### src/rtl/local_memory_arbiter.sv
// Two-requester arbiter (core primary, wishbone secondary) in front of a two-bank SRAM.
// Optional starvation guard for the secondary port: LOCAL_MEMORY_ARBITER_FAIRNESS_EN.
module local_memory_arbiter #(
  parameter int SRAM_ADDRESS_SIZE = 9,
  parameter int STARVE_LIMIT      = 4
) (
  input  logic                         wb_clk_i,
  input  logic                         wb_rst_i,

  input  logic                         primaryEnable,
  input  logic                         primaryWriteEnable,
  input  logic [3:0]                   primaryByteSelect,
  input  logic [23:0]                  primaryAddress,
  input  logic [31:0]                  primaryDataWrite,
  output logic [31:0]                  primaryDataRead,
  output logic                         primaryBusy,

  input  logic                         secondaryEnable,
  input  logic                         secondaryWriteEnable,
  input  logic [3:0]                   secondaryByteSelect,
  input  logic [23:0]                  secondaryAddress,
  input  logic [31:0]                  secondaryDataWrite,
  output logic [31:0]                  secondaryDataRead,
  output logic                         secondaryBusy,

  output logic                         clk0,
  output logic [1:0]                   csb0,
  output logic                         web0,
  output logic [3:0]                   wmask0,
  output logic [SRAM_ADDRESS_SIZE-1:0] addr0,
  output logic [31:0]                  din0,
  input  logic [63:0]                  dout0
);

  localparam int BANK_BIT = SRAM_ADDRESS_SIZE + 2;

  typedef enum logic {IDLE, RESPOND} state_t;

  state_t      state, state_next;
  logic        issue;
  logic        grant_sec;
  logic        sel_bank;
  logic        grant_p1;
  logic        bank_p1;
  logic        fair_sec;
  logic [31:0] resp_data;
  logic        unused_ok;

  assign clk0 = wb_clk_i;

`ifdef LOCAL_MEMORY_ARBITER_FAIRNESS_EN
  logic [2:0] starve_cnt;

  // Counts primary wins while the secondary is left waiting.
  always_ff @(posedge wb_clk_i) begin
    if (wb_rst_i) begin
      starve_cnt <= 3'd0;
    end else if (!secondaryEnable || (issue && grant_sec)) begin
      starve_cnt <= 3'd0;
    end else if (issue) begin
      starve_cnt <= starve_cnt + 3'd1;
    end
  end

  assign fair_sec  = (starve_cnt == 3'(STARVE_LIMIT));
  assign unused_ok = ^{primaryAddress[23:BANK_BIT+1], primaryAddress[1:0],
                       secondaryAddress[23:BANK_BIT+1], secondaryAddress[1:0]};
`else
  assign fair_sec  = 1'b0;
  assign unused_ok = ^{primaryAddress[23:BANK_BIT+1], primaryAddress[1:0],
                       secondaryAddress[23:BANK_BIT+1], secondaryAddress[1:0],
                       (STARVE_LIMIT != 0)};
`endif

  assign resp_data = bank_p1 ? dout0[63:32] : dout0[31:0];

  always_comb begin
    state_next        = state;
    issue             = 1'b0;
    grant_sec         = 1'b0;
    sel_bank          = 1'b0;
    csb0              = 2'b11;
    web0              = 1'b1;
    wmask0            = 4'b0000;
    addr0             = '0;
    din0              = 32'd0;
    primaryBusy       = primaryEnable;
    secondaryBusy     = secondaryEnable;
    primaryDataRead   = 32'd0;
    secondaryDataRead = 32'd0;
    case (state)
      IDLE: begin
        // Command goes to the SRAM in the same cycle as the grant; reset holds it off.
        if (!wb_rst_i && (primaryEnable || secondaryEnable)) begin
          issue      = 1'b1;
          grant_sec  = secondaryEnable && (!primaryEnable || fair_sec);
          state_next = RESPOND;
          if (grant_sec) begin
            sel_bank = secondaryAddress[BANK_BIT];
            web0     = !secondaryWriteEnable;
            wmask0   = secondaryByteSelect;
            addr0    = secondaryAddress[SRAM_ADDRESS_SIZE+1:2];
            din0     = secondaryDataWrite;
          end else begin
            sel_bank = primaryAddress[BANK_BIT];
            web0     = !primaryWriteEnable;
            wmask0   = primaryByteSelect;
            addr0    = primaryAddress[SRAM_ADDRESS_SIZE+1:2];
            din0     = primaryDataWrite;
          end
          csb0 = sel_bank ? 2'b01 : 2'b10;
        end
      end
      RESPOND: begin
        state_next = IDLE;
        // A reset landing here drops the response so no Busy-low pulse escapes.
        if (!wb_rst_i) begin
          if (grant_p1) begin
            secondaryBusy     = 1'b0;
            secondaryDataRead = resp_data;
          end else begin
            primaryBusy       = 1'b0;
            primaryDataRead   = resp_data;
          end
        end
      end
      default: state_next = IDLE;
    endcase
  end

  // Grant stage -> respond stage boundary.
  always_ff @(posedge wb_clk_i) begin
    if (wb_rst_i) begin
      state    <= IDLE;
      grant_p1 <= 1'b0;
      bank_p1  <= 1'b0;
    end else begin
      state <= state_next;
      if (issue) begin
        grant_p1 <= grant_sec;
        bank_p1  <= sel_bank;
      end
    end
  end

endmodule

### config.mk
export PLATFORM = sky130hd
export DESIGN_NAME = local_memory_arbiter
export DESIGN_NICKNAME = d
export VERILOG_FILES = /design/src/rtl/local_memory_arbiter.sv
export SDC_FILE = /design/constraint.sdc
export NUM_CORES = 1
export LEC_CHECK = 0
export CAP_MARGIN = 5
export CORE_AREA = 2 2 118 120
export CTS_BUF_LIST = sky130_fd_sc_hd__clkbuf_16
export CTS_CLUSTER_SIZE = 25
export DETAILED_ROUTE_END_ITERATION = 8
export DIE_AREA = 0 0 120 122
export SYNTH_ARGS = -nofsm -noshare
export SYNTH_HDL_FRONTEND = slang
export SYNTH_SLANG_ARGS = --single-unit
### constraint.sdc
create_clock -name wb_clk_i -period 1.5 [get_ports wb_clk_i]
set_input_delay 0.375 -clock wb_clk_i [delete_from_list [all_inputs] [get_ports wb_clk_i]]
set_output_delay 0.375 -clock wb_clk_i [all_outputs]
set_load 0.1 [all_outputs]
* Word level (Yosys, flattened, before mapping) *
Cells that the tools add are included.

storage, ports and cells
  bits in registers = 3
  bits of input ports = 190
  output and inout port bits = 115
  logic and storage cells = 49

cells by class
  muxes and demuxes = 38
  bitwise gates (word level) = 1
  reductions and logical operators = 7

operators by type and width
  operator                            count
  32-bit 2-to-1 mux                   10
  9-bit 2-to-1 mux                    3
  1-bit 2-to-1 mux                    18
  4-bit 2-to-1 mux                    3
  2-bit 2-to-1 mux                    3
  1-bit logical NOT                   4
  1-bit logical AND                   2
  1-bit case mux with 2 select lines  1
  1-bit logical OR                    1
  1-bit NOT                           1

* Logic depth before layout (Yosys ltp) *
Gate-level depths: netlist (run 1).

  depth after elaboration = 8
  mapped depth = 5
  mapped depth without buffers = 4

==> flow_summary.ini, run 1 <==
[timing]
setup-violations-final = 114
timing.final.crit_period_ns = 2.07
worst-slew-pin-transition_ns = 0.282
slew_headroom = 0.808
achievable-frequency_ghz = 0.482
final_critical_path_setup_slack_ns = -0.573
maxSlewViolCount = 0
finClkSkew_ns = 0.00405
final-hold-violation-count = 0
period_share = 1.38
rsz_0062_raised_after_global_routing = true

[setup_path]
worst-endpoint-arrival_ns = 1.70
worst-endpoint-required_ns = 1.12
timing.critical_path.from_type = flip-flop
number_of_gates_on_the_worst_path_with_buffers_counted = 5
r2r_setup_slack_ns = 0.25
startpoint = state
timing.critical_path.cells = or3_4, buf_12, buf_4, a21oi_4, buf_12
number_of_cells_on_the_worst_reg_to_reg_path = 4
r2r-start = state
critPathMostFrequentCell = buf_12
critical-path-max-stage-delay_ns = 0.35
crit_path_capture_type = primary output
critical_path.n_buffers_inverters = 3
timing.critical_path.max_delay_family = buffers and inverters
r2r-end = bank_p1
critical_path_peak_fanout = 8
timing.setup.critical_path_class = flip-flop to primary output
critPathSlowestCell = or3_4
worst_setup_path_endpoint = din0[0]

[power_and_ir_drop]
power-per-cell-area_nw_per_um2 = 541
clock_power_share = 0.249
switching_power_mw = 2.07
leakagePower_nw = 2.82
total_power_mw = 4.30
ir_worst_vdd_v = 0.000651
share_comb_of_total_power = 0.730
switching_share = 0.483
seqPwrFrac = 0.022
internal_power_mw = 2.22

[routing]
route.final.wire_length_um = 12800
avgViaCountPerCell = 4.16
first_iter_violations = 63
via_count = 3227
remaining_drc_errors = 0
count_of_tritonroute_iterations_in_the_first_routing_pass = 4
wl_per_cell_um = 16.5
antenna_violating_nets_post_route = 0

[run]
max_cap_viol_count = 0

[synth]
synth_warn = 0
ys.flop_type = dfxtp_1
synth.avg_cell_area_um2 = 5.83
synth_top_area_share = 0.214
mappedNetlistNets = 471
ys_types = 23
synth_edf_count = 0
yosysSeqAreaShare = 0.0366
post_synth_instance_area_um2 = 1640
postSynth.asyncResetShare = 0
synth_largest_area_cell = a21oi_2
synth.top_cells.by_area = a21oi_2 21%, nand2_1 21%, mux2i_1 20%
netlist_instances = 281
ys_seq_elements = 3

[die]
core_region_area_um2 = 13500
dieHeight_um = 122
rows = 43
die_width_um = 120
start_util = 0.121
die-area_um2 = 14600
design.portCount = 305

[status]
violations = setup timing
run_status = finished, violations left

[hold_path]
hp-class = primary input to flip-flop

[global_route]
grt_overflow = 0
initial_antenna_violation_count = 0
grt_util_all_layers = 0.170
grt_pass1_wl_um = 19700
largest_net_degree_at_the_start_of_global_routing = 27
first_global_vias = 3623

[clock_network]
insertion_delay_ns = 0.34
tritoncts = built
clk_pin_slew_worst_paths_ns = 0.03

[placed_design]
dpl.cell_count = 765
buffer_ports.inserted = 276
hpwl_um = 10200
gp_congestion = 0.758

[cells_and_area]
drive_above_1_share = 0.572
fill_cells = 1068
layout_area_growth_over_synthesis_pct = 384
multi_input_comb_area_um2 = 2660
final_common_cell = clkdlybuf4s50_1
top_library_cells_by_usage_in_the_layout_fill_and_taps_aside = 158 x clkdlybuf4s50_1, 129 x buf_12, 90 x nand2_1, 64 x nor2_4, 45 x a21oi_4
antenna-diode-count = 0
layoutNonFillerInstCount = 776
seqCellArea_um2 = 68.8
nets = 787
-- metrics by stage --
stage | hold WS [ns] | setup WS [ns] | TNS [ns] | util | cell area, µm²
after floorplan | 0.448 | -0.505 | -40.44 | - | 2860
after global placement | 0.576 | -0.982 | -90.27 | 0.534 | 7210
after detailed placement | 0.572 | -0.953 | -88.76 | 0.534 | 7210
after global routing | 0.422 | -0.613 | -62.07 | 0.587 | 7930
final | 0.400 | -0.573 | -57.09 | 0.587 | 7930
after CTS | 0.395 | -0.600 | -57.87 | 0.584 | 7890
-- power groups by stage --
stage | Clock (mW) | Sequential [mW] | Combinational [mW]
6_report | 1.07 | 0.0930 | 3.13
4_1_cts | 1.08 | 0.0927 | 3.14
3_3_place_gp | 0.262 | 0.100 | 2.86
2_1_floorplan | 0.252 | 0.0931 | 1.68
3_5_place_dp | 0.262 | 0.100 | 2.89
5_1_grt | 1.10 | 0.0937 | 3.25
-- Yosys cell counts (2+ instances only) --
library cell / number
clkbuf_1: 7
buf_6: 8
inv_1: 2
dfxtp_1: 3
mux2i_1: 33
nand2_1: 92
buf_4: 2
a21oi_2: 40
buf_2: 9
nand2b_1: 2
a21oi_1: 6
and2_1: 2
nor2_1: 65
-- what timing repair did --
action / 4_1_cts / 5_1_grt
setup buffers: 11 / 5
pin swaps: 33 / 26
hold buffers: 0 / 0
endpoints found under the hold margin: 0 / 0
cloned: 9 / 2
resized for setup: 63 / 19
setup endpoints to repair: 116 / 114
-- flip-flops by register name (all words and copies together), names as in the netlist --
name      count
bank_p1       1
grant_p1      1
state         1
-- worst min path at each step --
stage                             start       end  slack, ns  depth (start not counted)
after floorplan                wb_rst_i  grant_p1       0.45                          1
after global placement            state   bank_p1       0.58                          2
after detailed placement          state   bank_p1       0.57                          2
after CTS                 primaryEnable  grant_p1       0.39                          3
after global routing      primaryEnable  grant_p1       0.42                          3
final                     primaryEnable  grant_p1       0.40                          3
-- worst reg2reg max path, cell delays in order, from the launching register on --
cell	delay [ns]
dfxtp_4	0.34
or3_4	0.35
buf_4	0.17
clkbuf_16	0.17
o21ai_0	0.14
-- kinds of logic after synthesis --
group                  count (synthesis)  synth area share
and+or+nand+nor                      165             0.393
muxes                                 34             0.208
DFF                                    3            0.0366
buffers and inverters                 30             0.118
AOI/OAI and AO/OA                     49             0.244
-- routing by layer --
metal	track usage	vias up	routed length, µm
met3	0.0473	7	1180
met2	0.329	188	7110
met4	0.0272	0	82
met5	0	-	0
li1	-	1546	-
met1	0.186	1486	4410
-- final cells by class --
cell class,count,area share
clock buffer,6,0.0192
clock inverter,1,0.000473
inverter,3,0.00300
multi-input combinational,248,0.335
sequential,3,0.00868
tap,180,0.0284
timing repair buffer,335,0.605
Note: power is estimated with default switching activity, not from simulation.
==> run 2, diff against run 1 <==
--- a/config.mk
+++ b/config.mk
@@ -11,6 +11,7 @@
 export CTS_CLUSTER_SIZE = 25
 export DETAILED_ROUTE_END_ITERATION = 8
 export DIE_AREA = 0 0 120 122
+export HOLD_SLACK_MARGIN = 0.02
 export SYNTH_ARGS = -nofsm -noshare
 export SYNTH_HDL_FRONTEND = slang
 export SYNTH_SLANG_ARGS = --single-unit
==> results of run 2 <==
Final layout, timing and power as in run 1 (identical DEF).
==> run 3, diff against run 2 <==
--- a/config.mk
+++ b/config.mk
@@ -11,7 +11,9 @@
 export CTS_CLUSTER_SIZE = 25
 export DETAILED_ROUTE_END_ITERATION = 8
 export DIE_AREA = 0 0 120 122
+export GPL_TIMING_DRIVEN = 0
 export HOLD_SLACK_MARGIN = 0.02
+export SETUP_SLACK_MARGIN = 0.5
 export SYNTH_ARGS = -nofsm -noshare
 export SYNTH_HDL_FRONTEND = slang
 export SYNTH_SLANG_ARGS = --single-unit
==> flow_summary.ini, run 3 (synthesized netlist as in run 1, its figures left out) <==
[cells_and_area]
final_common_cell = clkdlybuf4s50_1
fin_area_um2 = 8190
nets = 806
antenna-diode-count = 0
registers_with_the_most_flip_flops = bank_p1 (1), grant_p1 (1), state (1)
top_library_cells_by_usage_in_the_layout_fill_and_taps_aside = 158 x clkdlybuf4s50_1, 133 x buf_12, 90 x nand2_1, 64 x nor2_4, 45 x a21oi_4
drive_above_1_share = 0.584
fill_cells = 1044
layout_area_growth_over_synthesis_pct = 400

[routing]
detail_route.wirelength.met1_um = 4880
route.final.wire_length_um = 13900
remaining_drc_errors = 0
count_of_tritonroute_iterations_in_the_first_routing_pass = 4
antenna_violating_nets_post_route = 0
via_count = 3335
routed-wl-met3_um = 1200
avgViaCountPerCell = 4.19
detailroute.wirelength.met2_um = 7680
top_signal_layer_used = met4
first_iter_violations = 113
wl_per_cell_um = 17.5

[global_route]
grt_util_all_layers = 0.173
grt_pass1_wl_um = 20000
initial_antenna_violation_count = 0
first_global_vias = 3675
largest_net_degree_at_the_start_of_global_routing = 11
grt_overflow = 0

[die]
rows = 43
die_width_um = 120
start_util = 0.121
design.portCount = 305
core_region_area_um2 = 13500
dieHeight_um = 122
die-area_um2 = 14600

[timing]
slew_headroom = 0.758
final-hold-violation-count = 0
period_share = 1.40
rsz_0062_raised_after_global_routing = true
final_critical_path_setup_slack_ns = -0.603
worst-slew-pin-transition_ns = 0.356
timing.final.crit_period_ns = 2.10
fin_hold_ws_ns = 0.362
maxSlewViolCount = 0
achievable-frequency_ghz = 0.475
setup-violations-final = 115
finClkSkew_ns = 0.00342

[clock_network]
clk_pin_slew_worst_paths_ns = 0.03
cts_hold_buf = 0
insertion_delay_ns = 0.34
tritoncts = built

[hold_path]
hold-path-endpoint = grant_p1
worst_hold_path.num_cells = 3
min-delay-start = primaryEnable
hp-class = primary input to flip-flop

[setup_path]
r2r_setup_slack_ns = 0.25
worst-endpoint-arrival_ns = 1.73
number_of_cells_on_the_worst_reg_to_reg_path = 5
crit_path_capture_type = primary output
r2r-end = bank_p1
critical_path_peak_fanout = 9
timing.critical_path.cells = or3_4, buf_12, clkbuf_16, a21oi_4, buf_12
critPathMostFrequentCell = buf_12
r2r-start = state
critPathSlowestCell = or3_4
timing.setup.critical_path_class = flip-flop to primary output
critical-path-max-stage-delay_ns = 0.36
timing.critical_path.from_type = flip-flop
worst-endpoint-required_ns = 1.12

[power_and_ir_drop]
ir_worst_vdd_v = 0.000515
leakagePower_nw = 2.96
total_power_mw = 4.56
power-per-cell-area_nw_per_um2 = 556

[placed_design]
gp_congestion = 0.756
buffer_ports.inserted = 276
hpwl_um = 9030
postPlaceCellArea_um2 = 5870

[run]
max_cap_viol_count = 0

[status]
violations = setup timing
run_status = finished, violations left
## run 3: repair_timing
action	CTS	global route
setup buffers	31	9
endpoints found under the setup margin	118	117
pin swaps	8	12
hold endpoints to repair	0	0
resized for setup	1079	34
gates cloned	5	6
## run 3: metal layers
metal | global-route usage | up-vias
met5 | 0 | -
met4 | 0.0316 | 0
met3 | 0.0538 | 12
met2 | 0.340 | 182
met1 | 0.180 | 1559
li1 | - | 1582
## run 3: layout make-up
| type | instances | area [µm²] | share of cell area |
|---|---|---|---|
| timing repair buffer | 326 | 4590 | 0.560 |
| multi-input combinational | 248 | 2660 | 0.324 |
| buffer | 27 | 452 | 0.0551 |
| tap | 180 | 225 | 0.0275 |
| clock buffer | 7 | 170 | 0.0208 |
| sequential | 3 | 65.1 | 0.00794 |
| inverter | 3 | 27.5 | 0.00336 |
| clock inverter | 1 | 3.75 | 0.000458 |
## run 3: worst max path at each step
stage / from / endpoint / slack, ns / cells after the start
after detailed placement: primaryEnable / din0[0] / -2.09 / 7
after global routing: state / primaryDataRead[15] / -0.65 / 6
after floorplan: wb_rst_i / addr0[0] / -0.50 / 4
final: state / addr0[4] / -0.60 / 5
after global placement: primaryEnable / din0[30] / -2.06 / 7
after CTS: state / primaryDataRead[21] / -0.62 / 6
## run 3: per-stage QoR
stage,setup TNS (ns),cells,utilization,setup slack (ns)
2_1_floorplan,-40.41,281,-,-0.505
3_3_place_gp,-207.10,737,0.435,-2.06
3_5_place_dp,-211.69,737,0.435,-2.09
4_1_cts,-62.00,780,0.576,-0.618
5_1_grt,-67.04,795,0.607,-0.647
6_report,-61.48,795,0.607,-0.603
## run 3: report_power, final
part           leakage, nW  internal (mW)  switching, mW
logic                 2.83           1.45           1.75
registers           0.0258         0.0869        0.00586
clock network       0.0981          0.891          0.382
total                 2.96           2.42           2.13
## run 3: worst max-delay path, delay by kind of cell (launching register included)
family / cells / cell delay (ns)
buffers and inverters: 3 / 0.55
AND/OR/NAND/NOR: 1 / 0.36
flip-flops: 1 / 0.34
AO/OA/AOI/OAI: 1 / 0.14
